**src/rtl/lamp_fader_pkg.sv**
```systemverilog
// Shared types and helpers for the lamp fader output stage.
package lamp_pkg;

    typedef enum logic [1:0] {
        OFF,
        FADE_UP,
        ON,
        FADE_DOWN
    } fader_state_t;

    function automatic int unsigned max_level(input int unsigned bits);
        return (32'd1 << bits) - 32'd1;
    endfunction

endpackage

```
**src/rtl/lamp_fader_pwm_gen.sv**
```systemverilog
// Free-running PWM generator with registered output.
// LAMP_FADER_GAMMA_EN adds a registered (l*l+l)>>PWM_BITS gamma stage before the compare.
module pwm_gen
    import lamp_pkg::*;
#(
    parameter int unsigned PWM_BITS = 8
) (
    input  logic                clk,
    input  logic                rst,
    input  logic [PWM_BITS-1:0] level,
    output logic                pwm_out
);

    localparam logic [PWM_BITS-1:0] MAX_LEVEL = PWM_BITS'(max_level(PWM_BITS));

    logic [PWM_BITS-1:0] pwm_cnt;
    logic [PWM_BITS-1:0] duty;

`ifdef LAMP_FADER_GAMMA_EN
    logic [2*PWM_BITS-1:0] lvl_w;
    logic [2*PWM_BITS-1:0] sq;
    logic [PWM_BITS-1:0]   duty_q;

    // l*l + l stays below 2**(2*PWM_BITS), so the top half is the gamma duty.
    always_comb begin
        lvl_w = {{PWM_BITS{1'b0}}, level};
        sq    = lvl_w * lvl_w + lvl_w;
    end

    always_ff @(posedge clk) begin
        if (rst) duty_q <= '0;
        else     duty_q <= sq[2*PWM_BITS-1:PWM_BITS];
    end

    always_comb duty = duty_q;
`else
    always_comb duty = level;
`endif

    always_ff @(posedge clk) begin
        if (rst) begin
            pwm_cnt <= '0;
            pwm_out <= 1'b0;
        end else begin
            pwm_cnt <= pwm_cnt + PWM_BITS'(1);
            pwm_out <= (duty == MAX_LEVEL) || (pwm_cnt < duty);
        end
    end

endmodule

```
**src/rtl/lamp_fader.sv**
```systemverilog
// Lamp output stage: ramps brightness linearly on lamp_req changes and drives a PWM.
// Optional gamma duty mapping is enabled with LAMP_FADER_GAMMA_EN.
module lamp_fader
    import lamp_pkg::*;
#(
    parameter int unsigned PWM_BITS    = 8,
    parameter int unsigned FADE_STEP_T = 20
) (
    input  logic                clk,
    input  logic                rst,
    input  logic                lamp_req,
    output logic                pwm_out,
    output logic [PWM_BITS-1:0] level,
    output logic                busy,
    output logic                at_full,
    output logic                dark
);

    localparam logic [PWM_BITS-1:0] MAX_LEVEL = PWM_BITS'(max_level(PWM_BITS));
    localparam logic [15:0]         STEP_LAST = 16'(FADE_STEP_T - 1);

    fader_state_t        state, state_n;
    logic [15:0]         step_cnt, step_cnt_n;
    logic [PWM_BITS-1:0] level_n;

    always_ff @(posedge clk) begin
        if (rst) begin
            state    <= OFF;
            level    <= '0;
            step_cnt <= '0;
        end else begin
            state    <= state_n;
            level    <= level_n;
            step_cnt <= step_cnt_n;
        end
    end

    // A reversal takes priority over a step due on the same edge.
    always_comb begin
        state_n    = state;
        level_n    = level;
        step_cnt_n = '0;
        case (state)
            OFF: if (lamp_req) state_n = FADE_UP;
            ON:  if (!lamp_req) state_n = FADE_DOWN;
            FADE_UP: begin
                if (!lamp_req) begin
                    state_n = FADE_DOWN;
                end else if (step_cnt == STEP_LAST) begin
                    if (level >= MAX_LEVEL - PWM_BITS'(1)) begin
                        level_n = MAX_LEVEL;
                        state_n = ON;
                    end else begin
                        level_n = level + PWM_BITS'(1);
                    end
                end else begin
                    step_cnt_n = step_cnt + 16'd1;
                end
            end
            FADE_DOWN: begin
                if (lamp_req) begin
                    state_n = FADE_UP;
                end else if (step_cnt == STEP_LAST) begin
                    if (level <= PWM_BITS'(1)) begin
                        level_n = '0;
                        state_n = OFF;
                    end else begin
                        level_n = level - PWM_BITS'(1);
                    end
                end else begin
                    step_cnt_n = step_cnt + 16'd1;
                end
            end
            default: state_n = OFF;
        endcase
    end

    always_comb begin
        busy    = (state == FADE_UP) || (state == FADE_DOWN);
        at_full = (state == ON) && (level == MAX_LEVEL);
        dark    = (state == OFF) && (level == '0);
    end

    pwm_gen #(
        .PWM_BITS(PWM_BITS)
    ) u_pwm (
        .clk    (clk),
        .rst    (rst),
        .level  (level),
        .pwm_out(pwm_out)
    );

endmodule
```
**config.mk**
```make
export PLATFORM = sky130hd
export DESIGN_NAME = lamp_fader
export DESIGN_NICKNAME = d
export VERILOG_FILES = /design/src/rtl/lamp_fader_pkg.sv /design/src/rtl/lamp_fader_pwm_gen.sv /design/src/rtl/lamp_fader.sv
export SDC_FILE = /design/constraint.sdc
export NUM_CORES = 1
export LEC_CHECK = 0
export BUFFER_PORTS_ARGS = -buffer_cell sky130_fd_sc_hd__buf_2
export CORE_MARGIN = 5
export CORE_UTILIZATION = 41
export CTS_CLUSTER_DIAMETER = 50
export CTS_CLUSTER_SIZE = 10
export DETAILED_ROUTE_END_ITERATION = 8
export GPL_ROUTABILITY_DRIVEN = 1
export PLACE_DENSITY = 0.57
export SLEW_MARGIN = 10
export SYNTH_ARGS = -nofsm -noshare
export SYNTH_HDL_FRONTEND = slang
export SYNTH_HIERARCHICAL = 1
export SYNTH_SLANG_ARGS = --single-unit
```
**constraint.sdc**
```tcl
create_clock -name clk -period 2.1 [get_ports clk]
set_input_delay 0 -clock clk [delete_from_list [all_inputs] [get_ports clk]]
set_output_delay 0 -clock clk [all_outputs]
set_load 0.02 [all_outputs]
```
==> impl_metrics.tcl <==
set metrics [dict create \
    path_clk_slew_ns 0.07 \
    clkLatencyLatePin_ns 0.28 \
    overflow 0 \
    r2r_start "state[1]" \
    via_per_inst 5.34 \
    min_from "rst" \
    leakage_nw 0.943 \
    fin_skew_ns 0.00549 \
    worst_slew_pin_slew_ns 0.448 \
    status "complete, no violations" \
    ys_types 50 \
    place.gp.congestion 0.885 \
    die_width_um 84.4 \
    rows 27 \
    worst-path-buf-inv 1 \
    layout_setup_ws_ns 0.193 \
    grt_pass1_vias 1866 \
    postCtsSetupRepairBufs 0 \
    diodes 0 \
    crit_chain "inv_1 > ha_1 > nor3b_2 > a21oi_1 > or2_4 > o31a_1 > a311oi_2" \
    timing_worst_setup_path_type "flop to flop" \
    final_common_cell "nor2_1" \
    drv_cap 0 \
    min_to "u_pwm/pwm_cnt[0]" \
    syn_area_um2 2270 \
    start_kind "flop" \
    holdPathStages 2 \
    synthFlopType "dfxtp_1" \
    port_buffers 14 \
    ys_ff_latch 35 \
    max_freq_mhz 524 \
    antenna_found_initial 0 \
    dp.cells 357 \
    fin_crit_sh 0.908 \
    busiest_layer "met2" \
    place_hpwl_mm 3.59 \
    drtIter0Drc 204 \
    hold_ws_ns 0.129 \
    clockBufferDepth 2 \
    drc 0 \
    die_h_um 84.4 \
    grt_pass1_wl_mm 8.66 \
    cp_max_fo 8 \
    maxSlewHeadroom 0.701 \
    preCtsSetupSlack_ns 0.122 \
    wl_per_cell_um 13.6 \
    setup_tns_ns 0 \
    root_buffer "clkbuf_8" \
    cts_buffers 5 \
    coreArea_um2 5440 \
    synth_nets 292 \
    min_period_ns 1.91 \
    cts_resized 0 \
    vias 1943 \
    cts_sinks 35 \
    rr_endpoint "level[6]" \
    dieArea_um2 7120 \
    synth-edff-count 0 \
    io_pins 15 \
    final_util 0.461 \
    ir_drop_v 0.000564 \
    setup_violations 0 \
    reg2regPathDepth 7 \
    end_kind "flop" \
    initial_core_util 0.417 \
    use_met2 0.221 \
    drt_first_pass_iters 4 \
    crit_arrival_ns 2.11 \
    postSynthCellCount 271 \
    final_cell_mix "nor2_1 (42), dfxtp_1 (35), ha_1 (18), inv_1 (17)" \
    power-per-cell-area_nw_per_um2 723 \
    drt-total-wl_mm 4.94 \
    fill_cells 548 \
    grt_use_total 0.147 \
    avgSynthCellArea_um2 8.38 \
    rsz0062_at_grt "false" \
    nets 313 \
    critPathTopFamily "compound AO/OA/AOI/OAI gates" \
    ys_seq_area_frac 0.309 \
    globalRouteMet3Util 0.0294 \
    hold_violations 0 \
    worst_path_largest_cell_delay_ns 0.36 \
    h-tree-depth 2 \
    r2r_setup_slack_ns 0.19 \
    required_ns 2.30 \
    cts_tree "built" \
    hold_path.class "input port to flop" \
    drive_above_1_share 0.161 \
    syn2layout_area_growth_pct 10.5 \
    critical-path-slowest-cell "dfxtp_1" \
    synth_warnings 6 \
    stdcell_count 364 \
    met1_usage 0.207 \
    grt_max_degree 23 \
    ys_async_sr_fraction 0 \
    maxSlewViolCount 0 \
    ant_nets 0 \
    hold_buffers 0 \
]
==> final cells by class <==
class | count | area, um2 | share of cell area
clock buffer | 6 | 82.6 | 0.0329
clock inverter | 1 | 5.00 | 0.00200
inverter | 17 | 63.8 | 0.0254
multi-input combinational | 207 | 1410 | 0.560
sequential | 35 | 701 | 0.279
tap | 72 | 90.1 | 0.0359
timing repair buffer | 26 | 160 | 0.0639
==> worst reg2reg max path: stages (launching register included) <==
cell and delay (ns):
dfxtp_1 0.36, inv_1 0.08, ha_1 0.26, nor3b_2 0.19
a21oi_1 0.08, or2_4 0.29, o31a_1 0.31, a311oi_2 0.25
==> layer usage <==
| layer | vias to the layer above | routed length, um |
|---|---|---|
| met5 | - | 0 |
| met4 | 0 | 63 |
| met3 | 7 | 243 |
| met2 | 48 | 2150 |
| met1 | 888 | 2480 |
| li1 | 1000 | - |
==> flip-flops by register name (all words and copies together) (netlist names) <==
register       flops
state              2
u_pwm/pwm_cnt      8
step_cnt          16
u_pwm/pwm_out      1
level              8
==> cells in the mapped netlist, types with 3 or more instances <==
master,number,share of area
a211oi_1,4,0.013
inv_1,17,0.028
clkbuf_1,3,0.0050
xnor2_1,10,0.039
ha_1,18,0.099
o21ai_0,14,0.031
nor3_1,7,0.015
nand4_1,10,0.028
xor2_1,13,0.050
buf_6,5,0.025
and3_1,5,0.014
or2_2,3,0.0083
nand2_1,13,0.022
nand3_1,14,0.031
nor2_1,42,0.069
dfxtp_1,35,0.31
a21oi_1,14,0.031
==> worst max-delay path by stage <==
| stage | endpoint | slack, ns | startpoint | cells after the start |
|---|---|---|---|---|
| 4_1_cts | level[6] | 0.11 | state[1] | 7 |
| 6_report | level[6] | 0.19 | state[1] | 7 |
| 3_3_place_gp | level[6] | 0.18 | state[1] | 7 |
| 3_5_place_dp | level[6] | 0.12 | state[1] | 7 |
| 2_1_floorplan | state[1] | 0.17 | level[0] | 7 |
| 5_1_grt | step_cnt[13] | 0.02 | state[0] | 7 |
==> cell families (layout without fill, tap and decap cells) <==
group / Yosys count / after routing / share of synthesized area
simple gates: 111 / 111 / 0.259
compound gates: 55 / 55 / 0.169
flops: 35 / 35 / 0.309
buf+inv: 29 / 50 / 0.0755
xor+xnor: 23 / 23 / 0.0888
fa+ha+maj: 18 / 18 / 0.0992
==> where the power goes <==
part	total (mW)	switching, mW	internal (mW)
Clock	0.488	0.231	0.257
Combinational	0.589	0.354	0.235
Sequential	0.737	0.0333	0.704
==> metrics by stage <==
stage                     instance area, um2  power (mW)
after global routing                    2510        1.93
after floorplan                         2270        1.22
final                                   2510        1.81
after global placement                  2410        1.34
after detailed placement                2410        1.34
after CTS                               2500        1.84
Note: power is estimated with default switching activity, not from simulation.
